File: src/rtl/toggle_cover_pkg.sv
// Shared definitions for the toggle-coverage collector: default width and the
// helper that sizes the covered-bit counter.
package toggle_cover_pkg;

  localparam int TCC_DEFAULT_WIDTH = 36;

  // Enough bits to hold every value from 0 to w inclusive.
  function automatic int tcc_cnt_width(input int w);
    return $clog2(w + 1);
  endfunction

endpackage

File: src/rtl/toggle_cover_bit.sv
// One monitored bit: baseline flop, sticky rise/fall flags and the
// registered first-covered pulse.
module toggle_cover_bit (
  input  logic clock,
  input  logic reset,
  input  logic sample,
  input  logic armed,
  input  logic clear,
  input  logic sig_bit,
  output logic new_cov,
  output logic valid
);

  logic prev_q;
  logic seen_rise_q;
  logic seen_fall_q;
  logic rise;
  logic fall;
  logic next_rise;
  logic next_fall;

  // Transitions only count once a baseline exists; clear discards this edge's.
  always_comb begin
    rise      = sample & armed & sig_bit & ~prev_q;
    fall      = sample & armed & ~sig_bit & prev_q;
    next_rise = clear ? 1'b0 : (seen_rise_q | rise);
    next_fall = clear ? 1'b0 : (seen_fall_q | fall);
    new_cov   = next_rise & next_fall & ~(seen_rise_q & seen_fall_q);
  end

  always_ff @(posedge clock or posedge reset) begin
    if (reset) begin
      prev_q      <= 1'b0;
      seen_rise_q <= 1'b0;
      seen_fall_q <= 1'b0;
      valid       <= 1'b0;
    end else begin
      if (sample) begin
        prev_q <= sig_bit;
      end
      seen_rise_q <= next_rise;
      seen_fall_q <= next_fall;
      valid       <= new_cov;
    end
  end

endmodule

File: src/rtl/toggle_cover_collector.sv
// Per-bit toggle-coverage tracker feeding the coverage reporter: one-shot
// valid pulse per newly covered bit, running count and all-covered flag.
module toggle_cover_collector
  import toggle_cover_pkg::*;
#(
  parameter int WIDTH = TCC_DEFAULT_WIDTH,
  parameter int CNT_W = tcc_cnt_width(WIDTH)
) (
  input  logic             clock,
  input  logic             reset,
  input  logic             sample_en,
  input  logic             clear,
  input  logic [WIDTH-1:0] sig,
  output logic [WIDTH-1:0] valid,
  output logic [CNT_W-1:0] covered_count,
  output logic             all_covered
);

  localparam logic [0:0] UNARMED = 1'b0;
  localparam logic [0:0] ARMED   = 1'b1;

  logic [0:0]       armed_q;
  logic [WIDTH-1:0] new_cov;
  logic [CNT_W-1:0] pop;
  logic [CNT_W-1:0] count_next;

  for (genvar i = 0; i < WIDTH; i++) begin : g_bit
    toggle_cover_bit u_bit (
      .clock   (clock),
      .reset   (reset),
      .sample  (sample_en),
      .armed   (armed_q == ARMED),
      .clear   (clear),
      .sig_bit (sig[i]),
      .new_cov (new_cov[i]),
      .valid   (valid[i])
    );
  end

  // Count can never exceed WIDTH, so the sum needs no saturation.
  always_comb begin
    pop = '0;
    for (int i = 0; i < WIDTH; i++) begin
      pop = pop + CNT_W'(new_cov[i]);
    end
    count_next = clear ? '0 : (covered_count + pop);
  end

  always_ff @(posedge clock or posedge reset) begin
    if (reset) begin
      armed_q       <= UNARMED;
      covered_count <= '0;
      all_covered   <= 1'b0;
    end else begin
      if (sample_en) begin
        armed_q <= ARMED;
      end
      covered_count <= count_next;
      all_covered   <= (count_next == CNT_W'(WIDTH));
    end
  end

endmodule

File: config.mk
export PLATFORM = sky130hd
export DESIGN_NAME = toggle_cover_collector
export DESIGN_NICKNAME = d
export VERILOG_FILES = /design/src/rtl/toggle_cover_pkg.sv /design/src/rtl/toggle_cover_bit.sv /design/src/rtl/toggle_cover_collector.sv
export SDC_FILE = /design/constraint.sdc
export NUM_CORES = 1
export LEC_CHECK = 0
export CAP_MARGIN = 15
export CORE_ASPECT_RATIO = 1.75
export CORE_MARGIN = 2
export CORE_UTILIZATION = 25
export CTS_BUF_LIST = sky130_fd_sc_hd__clkbuf_4
export CTS_CLUSTER_SIZE = 16
export DETAILED_ROUTE_END_ITERATION = 12
export PLACE_DENSITY = 0.53
export REMOVE_ABC_BUFFERS = 1
export SLEW_MARGIN = 15
export SYNTH_ARGS = -nofsm -noshare
export SYNTH_HDL_FRONTEND = slang
export SYNTH_SLANG_ARGS = --single-unit
File: constraint.sdc
create_clock -name clock -period 6.3 [get_ports clock]
set_input_delay 0.63 -clock clock [delete_from_list [all_inputs] [get_ports clock]]
set_output_delay 0.63 -clock clock [all_outputs]
set_load 0.02 [all_outputs]
Word-level counts from Yosys, hierarchy flattened
Index checks and enable logic that the tools add are counted.

operators by class
  add/sub/neg operators = 36
  equality and inequality tests = 1
  multiplexer cells = 73
  bitwise gates (word level) = 433

operators with widths
  cell                  count
  $and A1 B1 Y1         253
  $add A6 B1 Y6         30
  $not A1 Y1            108
  $mux W1               72
  $or A1 B1 Y1          72
  $add A5 B1 Y6         1
  $add A6 B6 Y6         1
  $eq A6 B6 Y1 const B  1
  $mux W6               1
  $add A4 B1 Y5         1
  $add A3 B1 Y4         1
  $add A2 B1 Y3         1
  $add A1 B1 Y2         1

word-level totals
  bits in registers = 152
  input port bits = 40
  output and inout bits = 43
  logic and storage cells = 690

Depth between registers and ports, before layout
Gate-level depths: netlist of the first run.

  depth in word-level cells = 45
  gate-level depth with buffers = 23
  mapped depth without buffers = 22

Cells and area by module
From an unflattened synthesis of the first run, not the netlist that was laid out.

unflattened totals
  cells, all modules = 707
  area, all modules = 8,134.1 sq um

by module, submodules not included
  module                  times used  cells each  area an instance (sq um)  seq. area each (sq um)
  toggle_cover_bit        36          16          188.9                     100.1
  toggle_cover_collector  1           131         1,332.5                   200.2

Worst setup path after synthesis of the first run
OpenSTA, ideal clock, no wires.

  kind = input-to-reg
  start = in sample_en
  end = reg all_covered
  setup time = 0.068 ns
  arrival time = 5.987 ns
  required time = 6.232 ns
  setup slack = 0.245 ns
  stages = 21
  path buffers = 2
  path through = and2_1 > buf_2 > nand2b_1 > clkbuf_1 > nor2_1 > fa_1 > inv_1 > fa_1 > inv_1 > fa_1 > inv_1 > fa_1 > fa_1 > fa_1 > fa_1 > fa_1 > nand2b_1 > a21oi_1 > xnor2_1 > nor2_1 > and4bb_1

between the ends
  elaborated cells on any way between the ends = 399
  classes of those cells = 36 x add/sub; 1 x eq/ne; 73 x mux; 289 x bitwise

RTL lines
  item                                           line                                            RTL
  from (decl)                                    toggle_cover_collector.sv:11                    input logic sample_en,
  $and A1 B1 Y1 *                                toggle_cover_bit.sv:24, toggle_cover_bit.sv:25
  $and A1 B1 Y1 (on tied branches) (2 in a row)  toggle_cover_bit.sv:24, toggle_cover_bit.sv:25
  $or A1 B1 Y1 (on tied branches)                toggle_cover_bit.sv:26, toggle_cover_bit.sv:27
  $mux W1 (on tied branches)                     toggle_cover_bit.sv:26, toggle_cover_bit.sv:27
  $and A1 B1 Y1 * (2 in a row)                   toggle_cover_bit.sv:28                          new_cov = next_rise & next_fall & ~(seen_rise_q & seen_fall_q);
  named net g_bit[22].u_bit.new_cov              toggle_cover_bit.sv:10                          output logic new_cov,
  $add A6 B1 Y6 * (14 in a row)                  toggle_cover_collector.sv:44                    pop = pop + CNT_W'(new_cov[i]);
  $add A6 B6 Y6 *                                toggle_cover_collector.sv:46                    count_next = clear ? '0 : (covered_count + pop);
  $mux W6 *                                      toggle_cover_collector.sv:46
  named net count_next[4]                        toggle_cover_collector.sv:25                    logic [CNT_W-1:0] count_next;
  $eq A6 B6 Y1 *                                 toggle_cover_collector.sv:59                    all_covered <= (count_next == CNT_W'(WIDTH));
  to (signal assigned)                           toggle_cover_collector.sv:59
  to (decl)                                      toggle_cover_collector.sv:16                    output logic all_covered

The timed path passes the listed nets; every way through them passes the cells marked *.
A chain may end at the register's enable or synchronous reset.

Worst setup path after layout of the first run
  start = in sig[10]
  end = reg all_covered

between the ends
  longest elaborated chain between the ends = 36
  elaborated cells on any way between the ends = 40
  classes of those cells = 27 x add/sub; 1 x eq/ne; 3 x mux; 9 x bitwise

RTL lines
  item                           line                          RTL
  from (decl)                    toggle_cover_collector.sv:13  input logic [WIDTH-1:0] sig,
  $not A1 Y1                     toggle_cover_bit.sv:25        fall = sample & armed & ~sig_bit & prev_q;
  $and A1 B1 Y1 (2 in a row)     toggle_cover_bit.sv:25
  $or A1 B1 Y1                   toggle_cover_bit.sv:27        next_fall = clear ? 1'b0 : (seen_fall_q | fall);
  $mux W1                        toggle_cover_bit.sv:27
  $and A1 B1 Y1 * (2 in a row)   toggle_cover_bit.sv:28
  $add A6 B1 Y6 * (26 in a row)  toggle_cover_collector.sv:44
  $add A6 B6 Y6 *                toggle_cover_collector.sv:46
  $mux W6 *                      toggle_cover_collector.sv:46
  named net count_next[4]        toggle_cover_collector.sv:25
  $eq A6 B6 Y1 *                 toggle_cover_collector.sv:59

Marked as above.

==> results of run 1 <==
## per-layer routing
layer,GRT usage,vias up,share of wire
met5,0,-,0
met4,0.0582,0,0.030
li1,-,2605,-
met2,0.224,78,0.54
met3,0.0292,26,0.028
met1,0.133,2684,0.40
## Yosys cell counts, drive strengths merged
library cell / instances / area share
dfrtp: 152 / 0.51
nor4b: 36 / 0.042
fa: 30 / 0.080
a31oi: 49 / 0.041
o21ai: 61 / 0.041
nor2: 127 / 0.064
buf: 45 / 0.042
and4bb: 1 / 0.0017
clkbuf: 19 / 0.011
and4: 1 / 0.0015
or2: 1 / 0.00084
a21oi: 38 / 0.025
nor3: 1 / 0.0013
nand2b: 2 / 0.0017
nor4bb: 24 / 0.032
xnor2: 3 / 0.0035
nand2: 36 / 0.018
xor2: 2 / 0.0023
or2b: 1 / 0.0012
o2111ai: 1 / 0.0012
inv: 105 / 0.053
ha: 13 / 0.022
and2: 1 / 0.00084
nand3: 2 / 0.0013
nor2b: 2 / 0.0017
## cell type report
class | instances | area, sq um | area share
Antenna cell | 1 | 2.50 | 0.000278
Clock buffer | 17 | 128 | 0.0142
Clock inverter | 14 | 230 | 0.0256
Inverter | 105 | 399 | 0.0444
Multi-Input combinational cell | 432 | 2880 | 0.320
Sequential cell | 152 | 3800 | 0.423
Tap cell | 382 | 478 | 0.0531
Timing Repair Buffer | 116 | 1080 | 0.120
## state kept, by name, summed over array words and instances (netlist names)
register and count:
armed_q 1, g_bit.u_bit.valid 36, all_covered 1, g_bit.u_bit.prev_q 36, g_bit.u_bit.seen_fall_q 36, g_bit.u_bit.seen_rise_q 36
covered_count 6
## where the power goes
| group | internal, uW | leakage, uW | switching (uW) |
|---|---|---|---|
| Combinational | 141 | 0.00201 | 193 |
| Clock | 389 | 0.000183 | 363 |
| Sequential | 1030 | 0.00202 | 37.7 |
| Total | 1560 | 0.00421 | 594 |
## per-stage QoR
step | setup slack [ps] | TNS, ps
after global routing | 143 | 0
final | 385 | 0
after CTS | 324 | 0
after floorplan | -1310 | -6500
after global placement | -160 | -160
after detailed placement | -248 | -298
## worst max-delay path: stages
cell and delay [ps]:
clkdlybuf4s50_1 480, nor4b_1 340, o21ai_0 200, fa_1 570, inv_1 60, fa_1 530
inv_1 60, fa_1 490, fa_1 510, fa_1 540, fa_1 430, fa_1 410
fa_1 410, nand2b_1 160, a21oi_1 150, xnor2_1 130, nor2_1 60, and4bb_1 280
## logic make-up (layout without fill, tap and decap cells)
group	count (synthesis)	in the layout	synth area share
simple gates	235	235	0.168
buf+inv	169	252	0.106
flops	152	152	0.509
compound gates	149	149	0.109
fa+ha+maj	43	43	0.102
xor+xnor	5	5	0.00586
other cells	0	1	0
## final timing paths
| kind | slack (ps) | from | to |
|---|---|---|---|
| worst max-delay path | 380 | sig[10] | all_covered$_DFF_PP0_ |
| worst min-delay path | 390 | reset | covered_count[1]$_DFF_PP0_ |
| worst max register to register | 390 | armed_q$_DFFE_PP0P_ | all_covered$_DFF_PP0_ |
| worst min register to register | 480 | armed_q$_DFFE_PP0P_ | armed_q$_DFFE_PP0P_ |
| max in group asynchronous | 4740 | reset | g_bit[30].u_bit.seen_rise_q$_DFF_PP0_ |
| min in group clock | 480 | clear | g_bit[18].u_bit.seen_rise_q$_DFF_PP0_ |
==> flow_summary.toml, run 1 <==
[outcome]
outcome = "finished, final reports clean"

[clocking]
post_cts_buffers = 0
hold_buffers = 0
cts_sinks = 152
clkTransAtPathRegs_ps = 140
insertion_delay_ps = 600
cts-buffers-inserted = 17
cts_tree = "done"
cts_resized = 0
cts_buffer_depth = 2
cts-root-buf = "clkbuf_4"
cts_htree_levels = 4

[synthesis]
synth_cell_types = 28
postSynthCellCount = 753
syn_area_sq_um = 7470
synth_warnings = 0
synth_seq_area_share = 0.509
ys_seq_elements = 152
avgSynthCellArea_sq_um = 9.92

[floorplanning]
die_h_um = 233
initial_core_util = 0.254
rows = 83
die_area_sq_um = 31300
core-area_sq_um = 29400
die_width_um = 135
num_io_pins = 83

[grt]
grt_pass1_vias = 5577
antenna_found_initial = 1
grt.total_usage = 0.123
grt_max_degree = 74
grt_pass1_wl_mm = 29.3
grt-ovfl-total = 0

[setup_path]
crit_path_end_kind = "register"
worst_setup_path_start_kind = "input port"
r2r_cells = 19
worstSetupPathType = "input port to register"
crit_arrival_ps = 6440
worst_ep_required_time_ps = 6830
crit_fanout = 5

[layout]
mostFrequentLayoutCells = "dfrtp_1 (152), nor2_1 (127), inv_1 (104)"
drive_gt1_frac = 0.0861
final_cell_area_sq_um = 9000
fin_cells = 1219
final_common_cell = "dfrtp_1"
fillers = 3067
post-route-util = 0.306
area_growth_pct = 20.5
nets = 907

[drt]
drt_iter0_drc = 216
routed_wl_mm = 17.9
antenna_left = 0
drcViolationCount = 0
detail_route.first_pass.iterations = 4
viasPerCell = 4.42
routedWlPerCell_um = 14.7
vias = 5393

[power_and_ir_drop]
finalPower_uw = 2150
peakVddDrop_v = 0.0000996
powerDensity_nw_per_um2 = 239
leakage_uw = 0.00421

[flow_run]
cap_violations = 0

[sta]
relSlewSlack = 0.419
post-route-min-period_ps = 5920
setup_viol = 0
holdWs_ps = 388
slew_violations = 0
hold_violations = 0
skew_ps = 28.7
fmax_mhz = 169
post-route-period-util = 0.939
worst_slew_pin_slew_ps = 872
rsz0062_at_grt = "no"

[placement]
dp.cells = 1187
io_buffer_count = 82
dp_hpwl_mm = 12.5
place.gp.congestion = 0.745
post_dp_cell_area_sq_um = 8640

[hold_path]
hp-class = "input port to async pin"
No activity file was read; power rests on OpenSTA's default activity.
==> run 2, diff against run 1 <==
Settings changed: PLACE_DENSITY 0.53 to 0.47.
==> run 2 against run 1 <==
Core utilization is essentially flat. First-iteration DRC count increased by 19%. Fmax rose by 0.73%. Non-clock buffer count is 8 higher. Register-to-register slack better by 40 ps. Sequential power barely moved. Critical endpoint unchanged.
==> flow_summary.toml, run 2 (synthesis results as in run 1) <==
[setup_path]
crit_arrival_ps = 6430
worst_ep_required_time_ps = 6860
crit_fanout = 3
worstPathCellList = "and2_2, nor2b_2, buf_4, o21ai_0, fa_1, inv_1, fa_1, inv_1, fa_1, fa_1, fa_1, fa_1, fa_1, fa_1, nand2b_1, a21oi_1, xnor2_1, nor2_1, and4bb_1"
crit_path_end_kind = "register"
worst_setup_path_start_kind = "register"
cp_slowest_stage_delay_ps = 570
timing.critical_path.mode_cell = "fa_1"
startpoint = "armed_q$_DFFE_PP0P_"
critical_path.top_delay_family = "adder cells"
cp.buffers_inverters = 3
worstSetupPathType = "register to register"
timing.rr.start = "armed_q$_DFFE_PP0P_"
critPathSlowestCell = "fa_1"

[sta]
post-route-min-period_ps = 5870
rsz0062_at_grt = "no"
setup_viol = 0
relSlewSlack = 0.341
post-route-period-util = 0.932
hold_violations = 0
setup_tns_ps = 0
worst_slack_ps = 428
fmax_mhz = 170
slew_violations = 0
skew_ps = 26.8
worst_slew_pin_slew_ps = 989

[drt]
drcViolationCount = 0
routedWlPerCell_um = 14.8
antenna_left = 0
drt_iter0_drc = 256
routed_wl_mm = 18.1
viasPerCell = 4.35
vias = 5349
detail_route.first_pass.iterations = 4

[layout]
final_common_cell = "dfrtp_1"
fin_cells = 1229
mostFrequentLayoutCells = "dfrtp_1 (152), nor2_1 (127), inv_1 (104)"
area_growth_pct = 20.6
fillers = 3080
nets = 915
drive_gt1_frac = 0.0970

[floorplanning]
num_io_pins = 83
die_h_um = 233
die_area_sq_um = 31300
die_width_um = 135
core-area_sq_um = 29400
rows = 83
initial_core_util = 0.254

[placement]
dp_slack_ps = -233
io_buffer_count = 82
dp.cells = 1195
dp_hpwl_mm = 12.4
place.gp.congestion = 0.744

[clocking]
post_cts_buffers = 0
cts_htree_levels = 4
hold_buffers = 0
clkTransAtPathRegs_ps = 140
cts_buffer_depth = 2
cts_tree = "done"
cts-root-buf = "clkbuf_4"
cts-buffers-inserted = 17
insertion_delay_ps = 610
cts_sinks = 152
cts_resized = 0

[hold_path]
hp-class = "register to register"
min_from = "armed_q$_DFFE_PP0P_"

[grt]
grt_max_degree = 105
antenna_found_initial = 3
grt.total_usage = 0.125
grt_pass1_vias = 5470
grt-ovfl-total = 0
grt_pass1_wl_mm = 29.5

[outcome]
outcome = "finished, final reports clean"

[power_and_ir_drop]
peakVddDrop_v = 0.000110
leakage_uw = 0.00422
powerDensity_nw_per_um2 = 228

[flow_run]
cap_violations = 0
run 2: cell count changes in the layout (fill, tap and decap cells not counted):
cell,delta
diode_2,+1
buf_4,+8
inv_6,+1
clkinv_4,-1
bufinv_16,-3
clkinvlp_4,+2
clkbuf_4,+3
clkinv_1,-1
run 2: path summary, 6_finish.rpt:
kind | slack (ps) | endpoint | depth (start not counted)
min reg2reg | 470 | armed_q$_DFFE_PP0P_ | 1
max reg2reg | 430 | all_covered$_DFF_PP0_ | 19
min in group asynchronous | 600 | g_bit[33].u_bit.valid$_DFF_PP0_ | 2
max | 430 | all_covered$_DFF_PP0_ | 19
max in group asynchronous | 4420 | g_bit[34].u_bit.prev_q$_DFFE_PP0P_ | 3
min | 470 | armed_q$_DFFE_PP0P_ | 1
run 2: cell type report:
type / count / area [sq um] / share of cell area
clock buffers: 20 / 150 / 0.0167
well taps: 382 / 478 / 0.0531
diodes: 2 / 5.00 / 0.000556
repair buffers: 124 / 1140 / 0.126
clock inverters: 12 / 151 / 0.0168
multi-input cells: 432 / 2880 / 0.320
inverters: 105 / 399 / 0.0443
flip-flops and latches: 152 / 3800 / 0.422
run 2: stage by stage:
stage / hold WS [ps] / instance area [sq um] / utilization / total power (uW)
finish: 468 / 9000 / 0.306 / 2060
global route: 479 / 9000 / 0.306 / 2190
CTS: 468 / 9000 / 0.306 / 2110
detailed placement: 445 / 8700 / 0.296 / 1430
global placement: 442 / 8700 / 0.296 / 1430
floorplan: 428 / 7070 / - / 1270
run 2: worst reg2reg max path, cell delays in order, from the launching register on:
cell	delay (ps)
dfrtp_1	350
and2_2	170
nor2b_2	210
buf_4	150
o21ai_0	170
fa_1	570
inv_1	60
fa_1	540
inv_1	60
fa_1	510
fa_1	520
fa_1	540
fa_1	430
fa_1	420
fa_1	390
nand2b_1	150
a21oi_1	160
xnor2_1	130
nor2_1	60
and4bb_1	270
run 2: report_power, final:
part / leakage (uW) / internal, uW / switching, uW
Combinational: 0.00205 / 142 / 193
Sequential: 0.00202 / 1030 / 36.9
Clock: 0.000153 / 287 / 366
run 2: metal layers:
metal,routed length (um),global-route usage,vias up
li1,-,-,2620
met1,7300,0.140,2646
met2,9940,0.224,63
met3,562,0.0301,18
met4,319,0.0503,2
met5,13,0,-
